--- config.mk ---
export PLATFORM = sky130hd
export DESIGN_NAME = low_freq_gen
export DESIGN_NICKNAME = d
export VERILOG_FILES = /design/src/rtl/low_freq_gen.sv
export SDC_FILE = /design/constraint.sdc
export NUM_CORES = 1
export LEC_CHECK = 0
export ABC_AREA = 1
export BUFFER_PORTS_ARGS = -buffer_cell sky130_fd_sc_hd__buf_2
export CELL_PAD_IN_SITES_DETAIL_PLACEMENT = 1
export CELL_PAD_IN_SITES_GLOBAL_PLACEMENT = 1
export CORE_MARGIN = 2
export CORE_UTILIZATION = 41
export CTS_CLUSTER_SIZE = 14
export DETAILED_ROUTE_END_ITERATION = 10
export PLACE_DENSITY_LB_ADDON = 0.15
export RECOVER_POWER = 50
export SYNTH_ARGS = -nofsm -noshare
export SYNTH_HDL_FRONTEND = slang
export SYNTH_SLANG_ARGS = --single-unit
export TNS_END_PERCENT = 50
--- constraint.sdc ---
create_clock -name i_clk -period 3.42 [get_ports i_clk]
set_input_delay 0 -clock i_clk [delete_from_list [all_inputs] [get_ports i_clk]]
set_output_delay 0 -clock i_clk [all_outputs]
set_load 0.03 [all_outputs]
--- src/rtl/low_freq_gen.sv ---
// low_freq_gen: square-wave generator for a 4-digit BCD frequency (1..9999 Hz).
// Flow: BCD -> binary (4 cycles), 1e6 / f restoring divide (20 cycles), then a
// period generator stepped by a 1 us tick derived from i_clk.
// Optional: define LFG_CYCLE_COUNT_EN to add o_cycles, a saturating count of
// completed full periods.
module low_freq_gen #(
    parameter int CLK_PER_US = 100
) (
    input  logic        i_clk,
    input  logic        i_rst,
    input  logic        i_start,
    input  logic        i_stop,
    input  logic [15:0] i_freq_bcd,
    output logic        o_signal,
    output logic        o_ready,
    output logic        o_done,
    output logic        o_err,
`ifdef LFG_CYCLE_COUNT_EN
    output logic [19:0] o_period_us,
    output logic [15:0] o_cycles
`else
    output logic [19:0] o_period_us
`endif
);

    localparam int PW = (CLK_PER_US > 1) ? $clog2(CLK_PER_US) : 1;

    typedef enum logic [1:0] {e_idle, e_convert, e_divide, e_run} state_t;

    state_t          r_state, w_next;
    logic [15:0]     r_bcd;
    logic [13:0]     r_acc;
    logic [4:0]      r_step;
    logic [19:0]     r_quo;
    logic [13:0]     r_rem;
    logic [PW-1:0]   r_pre;
    logic [19:0]     r_ph;
    logic [19:0]     r_period;
    logic            r_signal, r_done, r_err, r_ready;

    logic [3:0]      w_digit;
    logic            w_digit_bad;
    logic [13:0]     w_acc_next;
    logic [14:0]     w_rem_sh;
    logic            w_ge;
    logic [13:0]     w_rem_diff;
    logic [13:0]     w_rem_next;
    logic [19:0]     w_quo_next;
    logic [19:0]     w_high, w_low, w_phase_len;
    logic            w_tick, w_phase_end;
    logic            w_accept, w_err_set, w_conv_done, w_div_done;

    // Digits are consumed from the top nibble, thousands first.
    assign w_digit     = r_bcd[15:12];
    assign w_digit_bad = (w_digit > 4'd9);
    assign w_acc_next  = (r_acc << 3) + (r_acc << 1) + {10'd0, w_digit};

    // Restoring divide step; the remainder stays below the 14-bit divisor, so
    // the low 14 bits of the difference are exact.
    assign w_rem_sh   = {r_rem, r_quo[19]};
    assign w_ge       = (w_rem_sh >= {1'b0, r_acc});
    assign w_rem_diff = w_rem_sh[13:0] - r_acc;
    assign w_rem_next = w_ge ? w_rem_diff : w_rem_sh[13:0];
    assign w_quo_next = {r_quo[18:0], w_ge};

    // High gets the floor half, low takes the odd microsecond.
    assign w_high      = r_period >> 1;
    assign w_low       = r_period - w_high;
    assign w_phase_len = r_signal ? w_high : w_low;
    assign w_tick      = (r_pre == PW'(CLK_PER_US - 1));
    assign w_phase_end = w_tick && (r_ph == w_phase_len - 20'd1);

    // State register.
    always_ff @(posedge i_clk or posedge i_rst) begin
        if (i_rst) r_state <= e_idle;
        else       r_state <= w_next;
    end

    // Next state and control strobes; i_stop beats i_start everywhere.
    always_comb begin
        w_next      = r_state;
        w_accept    = 1'b0;
        w_err_set   = 1'b0;
        w_conv_done = 1'b0;
        w_div_done  = 1'b0;
        case (r_state)
            e_idle: begin
                if (i_start && !i_stop) begin
                    w_accept = 1'b1;
                    w_next   = e_convert;
                end
            end
            e_convert: begin
                if (i_stop) begin
                    w_next = e_idle;
                end else if (w_digit_bad) begin
                    w_err_set = 1'b1;
                    w_next    = e_idle;
                end else if (r_step == 5'd3) begin
                    if (w_acc_next == 14'd0) begin
                        w_err_set = 1'b1;
                        w_next    = e_idle;
                    end else begin
                        w_conv_done = 1'b1;
                        w_next      = e_divide;
                    end
                end
            end
            e_divide: begin
                if (i_stop) begin
                    w_next = e_idle;
                end else if (r_step == 5'd19) begin
                    w_div_done = 1'b1;
                    w_next     = e_run;
                end
            end
            e_run: begin
                if (i_stop) begin
                    w_next = e_idle;
                end else if (i_start) begin
                    w_accept = 1'b1;
                    w_next   = e_convert;
                end
            end
            default: w_next = e_idle;
        endcase
    end

    // Datapath: conversion, division, and the tick/phase generator.
    always_ff @(posedge i_clk or posedge i_rst) begin
        if (i_rst) begin
            r_bcd    <= '0;
            r_acc    <= '0;
            r_step   <= '0;
            r_quo    <= '0;
            r_rem    <= '0;
            r_pre    <= '0;
            r_ph     <= '0;
            r_period <= '0;
            r_signal <= 1'b0;
            r_done   <= 1'b0;
            r_err    <= 1'b0;
            r_ready  <= 1'b0;
        end else begin
            r_done  <= w_div_done;
            r_ready <= (w_next == e_idle);
            if (w_err_set) r_err <= 1'b1;
            if (w_accept) begin
                r_bcd    <= i_freq_bcd;
                r_acc    <= '0;
                r_step   <= '0;
                r_err    <= 1'b0;
                r_signal <= 1'b0;
            end else begin
                case (r_state)
                    e_convert: begin
                        r_bcd  <= {r_bcd[11:0], 4'd0};
                        r_acc  <= w_acc_next;
                        r_step <= w_conv_done ? 5'd0 : r_step + 5'd1;
                        if (w_conv_done) begin
                            r_quo <= 20'd1000000;
                            r_rem <= '0;
                        end
                    end
                    e_divide: begin
                        r_quo  <= w_quo_next;
                        r_rem  <= w_rem_next;
                        r_step <= r_step + 5'd1;
                        if (w_div_done) begin
                            r_period <= w_quo_next;
                            r_signal <= 1'b1;
                            r_pre    <= '0;
                            r_ph     <= '0;
                        end
                    end
                    e_run: begin
                        if (i_stop) begin
                            r_signal <= 1'b0;
                        end else begin
                            r_pre <= w_tick ? '0 : r_pre + PW'(1);
                            if (w_tick) begin
                                if (w_phase_end) begin
                                    r_ph     <= '0;
                                    r_signal <= ~r_signal;
                                end else begin
                                    r_ph <= r_ph + 20'd1;
                                end
                            end
                        end
                    end
                    default: ;
                endcase
            end
        end
    end

`ifdef LFG_CYCLE_COUNT_EN
    logic [15:0] r_cycles;
    logic        w_rise;

    // The e_run entry edge is the first rise; only later rises close a period.
    assign w_rise = (r_state == e_run) && !i_stop && !i_start && w_phase_end && !r_signal;

    // Saturating completed-period counter, cleared when a new request starts.
    always_ff @(posedge i_clk or posedge i_rst) begin
        if (i_rst)                                r_cycles <= '0;
        else if (w_accept)                        r_cycles <= '0;
        else if (w_rise && r_cycles != 16'hFFFF)  r_cycles <= r_cycles + 16'd1;
    end

    assign o_cycles = r_cycles;
`endif

    assign o_signal    = r_signal;
    assign o_ready     = r_ready;
    assign o_done      = r_done;
    assign o_err       = r_err;
    assign o_period_us = r_period;

endmodule

## Yosys cells after proc, flatten, opt, wreduce, memory -nomap -nowiden

Cells that the tools add are included.

| word-level totals | value |
|---|---|
| register bits after elaboration | 122 |
| output and inout port bits | 24 |
| word-level logic and storage cells | 113 |

| cells by class | value |
|---|---|
| add/subtract/negate cells | 8 |
| magnitude comparators | 2 |
| equal/unequal tests | 14 |
| mux-type cells | 57 |
| bitwise logic cells | 2 |
| reduce and logical (&&, ||, !) cells | 17 |

Operators with widths:

| operator | count |
|---|---|
| 2-to-1 mux 20 bit | 6 |
| one-hot mux 20 bit (2 select lines) | 2 |
| 2-to-1 mux 14 bit | 4 |
| 2-to-1 mux 16 bit | 2 |
| one-hot mux 14 bit (2 select lines) | 1 |
| 2-to-1 mux 1 bit | 23 |
| 2-to-1 mux 7 bit | 3 |
| adder 20 x 1 -> 20 bit, second input constant | 1 |
| equality test 20 bit | 1 |
| subtractor 20 x 1 -> 20 bit, second input constant | 1 |
| subtractor 20 x 19 -> 20 bit | 1 |
| 2-to-1 mux 2 bit | 9 |
| >= comparator 15 x 14 -> 1 bit | 1 |
| adder 14 bit | 1 |
| adder 14 x 4 -> 14 bit | 1 |
| logical NOT 14 bit | 1 |
| one-hot mux 7 bit (2 select lines) | 1 |
| subtractor 14 bit | 1 |
| 2-to-1 mux 5 bit | 2 |
| one-hot mux 5 bit (2 select lines) | 1 |
| inequality test 2 bit, second input constant | 4 |
| inequality test 4 bit, second input constant | 2 |
| one-hot mux 2 bit (4 select lines) | 1 |
| AND reduction 4 bit | 2 |
| 18 further kinds | 28 |

## Longest topological paths before layout

Gate-level depths: netlist (run 1).

| logic depth | value |
|---|---|
| word-level depth | 11 |
| mapped depth | 27 |
| depth with buffers taken out | 27 |

## Worst setup path before layout (run 1)

No wires, ideal clock.

| timing path | value |
|---|---|
| kind | reg-to-reg |
| start point | register r_period[1], in the netlist o_period_us[1] |
| end point | register r_ph[10] |
| setup time | 0.127 ns |
| arrival | 3.119 ns |
| data required time | 3.293 ns |
| slack | 0.175 ns |
| stages on the path, launching flop included | 23 |
| clock period less this slack | 3.245 ns |
| cells stage by stage | dfrtp_1 -> ha_1 -> fa_1 -> nand2_1 -> o21ai_2 -> ha_1 -> xnor2_1 -> nor2_1 -> and2_1 -> nand2_1 -> nor2_1 -> nand3_1 -> nor2_1 -> nand2_1 -> nor2_1 -> nand2_1 -> nor2_1 -> nand3_1 -> nor2_2 -> nand3_2 -> nand2_4 -> buf_12 -> a21oi_2 |

| on the way | value |
|---|---|
| cells in the longest elaborated chain, start to end | 9 |

Ends and longest elaborated chain:

| item | line | source |
|---|---|---|
| start: declaration | 38 | `logic [19:0] r_period;` |
| start signal: assignment | 170 | `r_period <= w_quo_next;` |
| subtractor 20 x 19 -> 20 bit | 68 | `assign w_low = r_period - w_high;` |
| 2-to-1 mux 20 bit * | 69 | `assign w_phase_len = r_signal ? w_high : w_low;` |
| subtractor 20 x 1 -> 20 bit * | 71 | `assign w_phase_end = w_tick && (r_ph == w_phase_len - 20'd1);` |
| equality test 20 bit * | 71 |  |
| logical AND 1 bit * | 71 |  |
| 2-to-1 mux 20 bit * | 182 | `if (w_phase_end) begin` |
| 2-to-1 mux 20 bit * | 181 | `if (w_tick) begin` |
| 2-to-1 mux 20 bit * | 177 | `if (i_stop) begin` |
| one-hot mux 20 bit (2 select lines) * | 155 | `case (r_state)` |
| end signal: assignment | 186 | `r_ph <= r_ph + 20'd1;` |
| end: declaration | 37 | `logic [19:0] r_ph;` |

Mark *: on every way between the ends. The rest lies on a longest branch, timed or not. The select of a mux whose other input is x is not followed.
A chain may end at the register's enable or synchronous reset.

## Final worst setup path (run 1)

| timing path | value |
|---|---|
| start point | register r_period[1], in the netlist o_period_us[1] |
| end point | register r_ph[5] |

The elaborated chain is that of the path after synthesis.

==> results.md, run 1 <==
* First-pass GRT wire length at 49,180 um
* Reg clk slew, reported paths at 0.07 ns
* DP HPWL at 22,360 um
* DRT Wirelength at 30,040 um
* Layout fillers at about 3,000
* Layout cells sized above 1 at ~15%
* Cells after Synth at ~1,400
* Synth top cells by count: nand2_1 (428), inv_1 (186), dfrtp_1 (122)
* Compound-Gate Fraction of Synth Area at between 10 and 15%
* Max frequency at between 0.2 and 0.3 GHz
* Hold Violations, Final at 0
* Setup slack after layout at -0.01994 ns
* Average size of a mapped cell at 6.876 sq um
* Simple-Gate Fraction of Synth Area at about a third
* Failing checks: max-capacitance violations, max-slew violations, negative setup slack
* Crit path capture type: flop
* Largest net degree at the start of global routing at 61
* Synthesis-stage register bit count at between 100 and 150
* CP max FO at 9
* Worst R2R Path Depth at 22
* Mux contribution to synthesized area at 0%
* Synth unique cells at 50
* Post-synth EDFFs at 0
* Skew final at between 0.015 and 0.02 ns
* Ys async rst share at 100.0%
* Synthesized net count at 1,472
* Routability cong. at 0.8696
* DRC viols at 0
* Synth Cell Area at 0.009523 sq mm
* Seq/Total Area, Yosys at between 30% and 40%
* Placement Rows at 55
* Post-Synth Adder-Cell Area at 9.118%
* Cell taking the most area after synthesis: dfrtp_1
* Utilization of the core after routing at 49.99%
* Main flop type after synthesis: dfrtp_1
* Largest buffer count on any clock path at 2
* Die area at 0.02446 sq mm
* Pwr Density at 765.4 mW/mm^2
* Routed vias at 9,381
* Tot Pwr at 8690 uW
* Max-Cap Viols at 1
* Unrepaired setup endpoints after global routing: yes
* Core ar. at 0.02271 sq mm
* H-tree Lvls at 4
* Final setup fails at 13
* CP arrival at 3.75 ns
* Sequential Area at between 0.003 and 0.004 sq mm
* Fin crit period at between 3 and 4 ns
* IO Port Bufs at 43
* WS Path Type: reg2reg
* CTS buffer count at 17
* Setup TNS at -0.1650 ns
* Worst Max-Slew Pin Slew at 2.420 ns
* Leakage at 0.005798 uW
* Relative slew slack at -61.35%
* Initial drt markers at 441
* ANT cells at 0
* Largest family of logic cells by synthesized area: simple AND/OR/NAND/NOR gates
* Hold Path Depth at 4
* Startpoint types: flop
* Clock root buffer: clkbuf_16
* HP Class: in2reg
* Drt first pass iters at 5
* Final slew viol count at 61
* Final period util at 100.6%
* Die height at between 150 and 200 um
* Footprint of the multi-input gates at 0.005811 sq mm
* Critical Path RT at around 3.7 ns
* Mean routed wirelength per cell at 16.88 um
* Die Wd at about 160 um
* Initial antenna violation count at 0
* Peak VDD IR at around 470 uV
* CTS tree: built
* Ys Warns at 0
* Drt via density at 5.270
* Worst-skew pair later-pin latency at 0.44 ns
* Initial Utilization at a little over two fifths
* Post-layout net count at 1,569
* Grt ovf at 0
* Count leader, synth: nand2_1
* ANT nets after route at 0
* TritonCTS sink count at 122
* Vias in the first global route at 9,938
* Status: finished, violations left
* Area Overhead vs Synth at 19.22%
* Post-Synth XOR/XNOR Area at 4.323%
* Cell types occupying the most area after synthesis: dfrtp_1 (32%), nand2_1 (17%), ha_1 (8.3%)
* Post-synth top area share at 32.06%
* Io pins at 44
* Gr usage total at 25.52%
==> path summary, 6_finish.rpt <==
check,start,endpoint,slack (ns)
max in group asynchronous,i_rst,o_period_us[12]$_DFFE_PP0P_,0.88
min reg2reg,r_bcd[4]$_DFFE_PP0P_,r_bcd[4]$_DFFE_PP0P_,0.51
min in group asynchronous,i_rst,r_bcd[7]$_DFFE_PP0P_,0.93
max,o_period_us[1]$_DFFE_PP0P_,r_ph[5]$_DFFE_PP0P_,-0.02
max reg2reg,o_period_us[1]$_DFFE_PP0P_,r_ph[5]$_DFFE_PP0P_,-0.02
min,i_stop,o_err$_DFFE_PP0P_,0.03
==> flip-flops by register name (all words and copies together), names as in the netlist <==
register	flops
r_state	2
r_pre	7
r_quo	20
o_signal	1
r_ph	20
o_period_us	20
r_rem	14
o_ready	1
o_err	1
r_acc	14
r_step	5
o_done	1
r_bcd	16
==> kinds of logic (layout without fill, tap and decap cells) <==
kind of cell,count (synthesis),in the layout
AOI/OAI and AO/OA,186,186
xor gates and xnor gates,47,47
adders and majority gates,67,67
buffers and inverters,223,331
DFF,122,122
and+or+nand+nor,740,742
==> stage by stage <==
stage | setup slack (ns) | cell area, sq um | hold WS, ns | std cells
after global routing | -0.2753 | 11350 | 0.02979 | 1780
after global placement | 0.05942 | 10240 | 0.2029 | 1717
after floorplan | 0.1748 | 9523 | 0.1210 | 1385
after detailed placement | 0.002328 | 10240 | 0.2090 | 1717
after CTS | -0.01659 | 11080 | 0.01334 | 1769
final | -0.01994 | 11350 | 0.02537 | 1780
==> routing by layer <==
layer  track usage, %  routed length, um
met3            3.489                519
met4            7.864                671
met2            47.62              15770
met5                0                  0
met1            30.24              13080
==> worst max-delay path, cell delays in order (launching register included) <==
cell,delay [ns]
dfrtp_2,0.43
ha_4,0.17
fa_1,0.44
nand2_1,0.08
o21ai_2,0.07
ha_1,0.31
xnor2_1,0.12
nor2_1,0.12
and2_1,0.14
nand2_1,0.05
nor2_1,0.11
nand3_1,0.08
nor2_1,0.11
nand2_1,0.07
nor2_1,0.10
nand2_1,0.09
nor2_2,0.14
nand3_2,0.09
nor2_4,0.13
nand3_4,0.13
buf_12,0.16
nand2_8,0.10
a21oi_2,0.07
==> final cells by class <==
type,instances,area share (%)
multi-input cells,1042,51.18
inverters,193,6.480
flip-flops and latches,122,26.96
clock inverters,15,1.664
clock buffers,17,3.747
well taps,285,3.141
repair buffers,106,6.833
==> cells in the final DEF, fill, tap and decap left out, types with 21 or more instances in the layout <==
| cell | instances |
|---|---|
| inv_1 | 181 |
| o21ai_0 | 65 |
| nand4_1 | 22 |
| nand2_1 | 421 |
| dfrtp_1 | 116 |
| nor2_1 | 88 |
| xor2_1 | 32 |
| nand3_1 | 106 |
| a21oi_1 | 50 |
| ha_1 | 60 |
| buf_4 | 39 |
| nor3_1 | 21 |
| buf_2 | 38 |
==> report_power, final <==
group / switching [uW] / internal (uW)
logic: 3020 / 1630
clock network: 769 / 1160
registers: 308 / 1800
total: 4100 / 4590
==> what timing repair did <==
| item | 4_1_cts | 5_1_grt |
|---|---|---|
| gates resized for setup | 5 | 56 |
| hold endpoints to repair | 76 | 0 |
| buffers inserted | 1 | 10 |
| hold buffers | 18 | 0 |
| setup endpoints to repair | 20 | 59 |
| pin swaps | 3 | 26 |
| gates cloned | 1 | 1 |
(Power assumes the default switching activity.)
==> inputs of run 2 (changes only) <==
--- a/config.mk
+++ b/config.mk
@@ -7,10 +7,8 @@
 export LEC_CHECK = 0
 export ABC_AREA = 1
 export BUFFER_PORTS_ARGS = -buffer_cell sky130_fd_sc_hd__buf_2
-export CELL_PAD_IN_SITES_DETAIL_PLACEMENT = 1
-export CELL_PAD_IN_SITES_GLOBAL_PLACEMENT = 1
 export CORE_MARGIN = 2
-export CORE_UTILIZATION = 41
+export CORE_UTILIZATION = 50
 export CTS_CLUSTER_SIZE = 14
 export DETAILED_ROUTE_END_ITERATION = 10
 export PLACE_DENSITY_LB_ADDON = 0.15
==> constraint.sdc (replaced) <==
create_clock -name i_clk -period 3.42 [get_ports i_clk]
set_input_delay 0.171 -clock i_clk [delete_from_list [all_inputs] [get_ports i_clk]]
set_output_delay 0.171 -clock i_clk [all_outputs]
set_load 0.03 [all_outputs]
==> results.md, run 2 (synthesized netlist as in run 1, its figures left out) <==
* Status: finished, violations left
* Failing checks: max-capacitance violations, max-slew violations
* Grt ovf at 0 (unchanged)
* ANT cells at 0 (unchanged)
* Crit path capture type: flop
* Skew final at 0.007638 ns (-0.01024 ns)
* Clock root buffer: clkbuf_16
* Max frequency at 0.2989 GHz (+2.8%)
* Leakage at 0.005822 uW (+0.41%)
* Fin crit period at 3.345 ns (-0.09457 ns)
* WS Path Type: reg2reg
* CP arrival at 3.67 ns (-0.08 ns)
* First-pass GRT wire length at 41,590 um (-15%)
* Worst-skew pair later-pin latency at 0.43 ns (about the same)
* Area of placed instances at 0.01019 sq mm (-0.53%)
* Commonest non-fill, non-tap cell in the layout: nand2_1
* IO Port Bufs at 43 (unchanged)
* ANT nets after route at 0 (unchanged)
* Relative slew slack at -97.72% (-36 points)
* Final setup fails at 0 (-13)
* Largest buffer count on any clock path at 2 (unchanged)
* Vias in the first global route at 8,785 (-12%)
* Drt via density at 5.332 (+1.2%)
* Most frequent cells in the layout: nand2_1 (419), inv_1 (182), dfrtp_1 (120)
* Final period util at 97.82% (-2.8 points)
* Die Wd at 142.0 um (-9.2%)
* CP max FO at 4 (-5)
* Gr usage total at 25.81% (+0.29 points)
* Critical Path RT at 3.74 ns (about the same)
* Pwr Density at 768.1 mW/mm^2 (+0.35%)
* Final slew viol count at 78 (+28%)
* Placement Rows at 50 (-9.1%)
* Routed vias at 9,230 (-1.6%)
* Mean routed wirelength per cell at 14.62 um (-13%)
* TritonCTS sink count at 122 (unchanged)
* Io pins at 44 (unchanged)
* DRT Wirelength at 25,300 um (-16%)
* DRC viols at 0 (unchanged)
* Peak VDD IR at 483.5 uV (+1.9%)
* Die area at 0.02017 sq mm (-18%)
* Largest net degree at the start of global routing at 78 (+28%)
* Worst Max-Slew Pin Slew at 2.962 ns (+0.5423 ns)
* Initial Utilization at 50.91% (+9.0 points)
* Reg clk slew, reported paths at 0.06 ns (about the same)
* Hold_ws at 0.08391 ns (+0.05855 ns)
* Startpoint types: flop
* Layout fillers at 1,777 (-40%)
* H-tree Lvls at 4 (unchanged)
* Drt first pass iters at 5 (unchanged)
* Hold Violations, Final at 0 (unchanged)
* CTS buffer count at 17 (unchanged)
* CTS tree: built
* DP HPWL at 18,470 um (-17%)
* Layout cells sized above 1 at 15.16% (-0.020 points)
* Core ar. at 0.01871 sq mm (-18%)
* Die height at 142.0 um (-9.2%)
* Unrepaired setup endpoints after global routing: yes
* Post-layout net count at 1,571 (+0.13%)
* Initial antenna violation count at 0 (unchanged)
* Area Overhead vs Synth at 18.26%
* HP Class: in2reg
* Routability cong. at 0.8578 (-1.4%)
* Max-Cap Viols at 1 (unchanged)
* Design Area, Final at 0.01126 sq mm (-0.80%)
* Initial drt markers at 494 (+12%)
## run 2: changes by cell type in the layout (fill, tap and decap cells not counted), moves of 3 or more
cell and delta:
buf_2 +5, a21oi_1 +6, clkbuf_1 -5, o21ai_1 -3
clkbuf_2 +3, dfrtp_2 -4, a21oi_2 -6, nand2_2 +3
nor2_1 -3, dfrtp_1 +4
## run 2: layer usage
layer,wire length (um),GRT usage [%]
met5,0,0
met4,619,8.211
met3,867,4.105
met2,12820,46.48
met1,10990,31.62
## run 2: final cells by class
type / instances / area [sq um] / area share [%]
Multi-Input combinational cell: 1042 / 5771 / 51.24
Sequential cell: 122 / 3055 / 27.13
Timing Repair Buffer: 108 / 793.3 / 7.044
Inverter: 193 / 732.0 / 6.499
Clock buffer: 17 / 425.4 / 3.777
Tap cell: 234 / 292.8 / 2.600
Clock inverter: 15 / 192.7 / 1.711
## run 2: critical path, cell delays in order (launching register included)
cell and delay, ns:
dfrtp_1 0.42, ha_4 0.19, fa_2 0.52, nand2_2 0.05, o21ai_2 0.06, ha_1 0.26, xnor2_1 0.13, nor2_1 0.12
and2_1 0.14, nand2_1 0.05, nor2_1 0.09, nand3_1 0.07, nor2_1 0.11, nand2_1 0.06, nor2_1 0.10, nand2_1 0.07
nor2_2 0.11, nand3_2 0.10, nor2_4 0.15, nand3_4 0.18, nand2_2 0.12, nand2_1 0.05, nand2_1 0.05, nand2_1 0.05
## run 2: report_power, final
group / internal [uW] / switching (uW)
clock network: 1160 / 751
logic: 1770 / 2890
registers: 1800 / 278
total: 4730 / 3920
## run 2: metrics by stage
stage               worst slack, ns  power, uW  cells  setup TNS [ns]  util [%]
detailed placement          -0.2974       6429   1669          -5.597     54.48
finish                      0.07462       8650   1731               0     60.21
CTS                         0.01536       8474   1720               0     59.10
floorplan                  0.006473       5157   1385               0         -
global placement            -0.1868       6349   1669          -3.013     54.48
global route                -0.2151       9350   1731          -4.034     60.21
## run 2: timing repair
action                                 4_1_cts  5_1_grt
hold buffers                                16        0
setup buffers                                2        9
gates resized for setup                      8       44
gates cloned                                 1        2
endpoints found under the hold margin       16        0
pin swaps                                    1       22
setup endpoints to repair                   38       56
## run 2: final timing paths
path / slack, ns / cells past startpoint / end / startpoint
worst max-delay path: 0.07 / 23 / o_signal$_DFFE_PP0P_ / o_period_us[1]$_DFFE_PP0P_
worst min-delay path: 0.08 / 2 / o_done$_DFF_PP0_ / i_stop
worst max register to register: 0.07 / 23 / o_signal$_DFFE_PP0P_ / o_period_us[1]$_DFFE_PP0P_
worst min register to register: 0.50 / 2 / r_quo[7]$_DFFE_PP0P_ / r_quo[6]$_DFFE_PP0P_
max in group asynchronous: 0.86 / 3 / o_period_us[3]$_DFFE_PP0P_ / i_rst
min in group asynchronous: 0.79 / 2 / r_bcd[1]$_DFFE_PP0P_ / i_rst
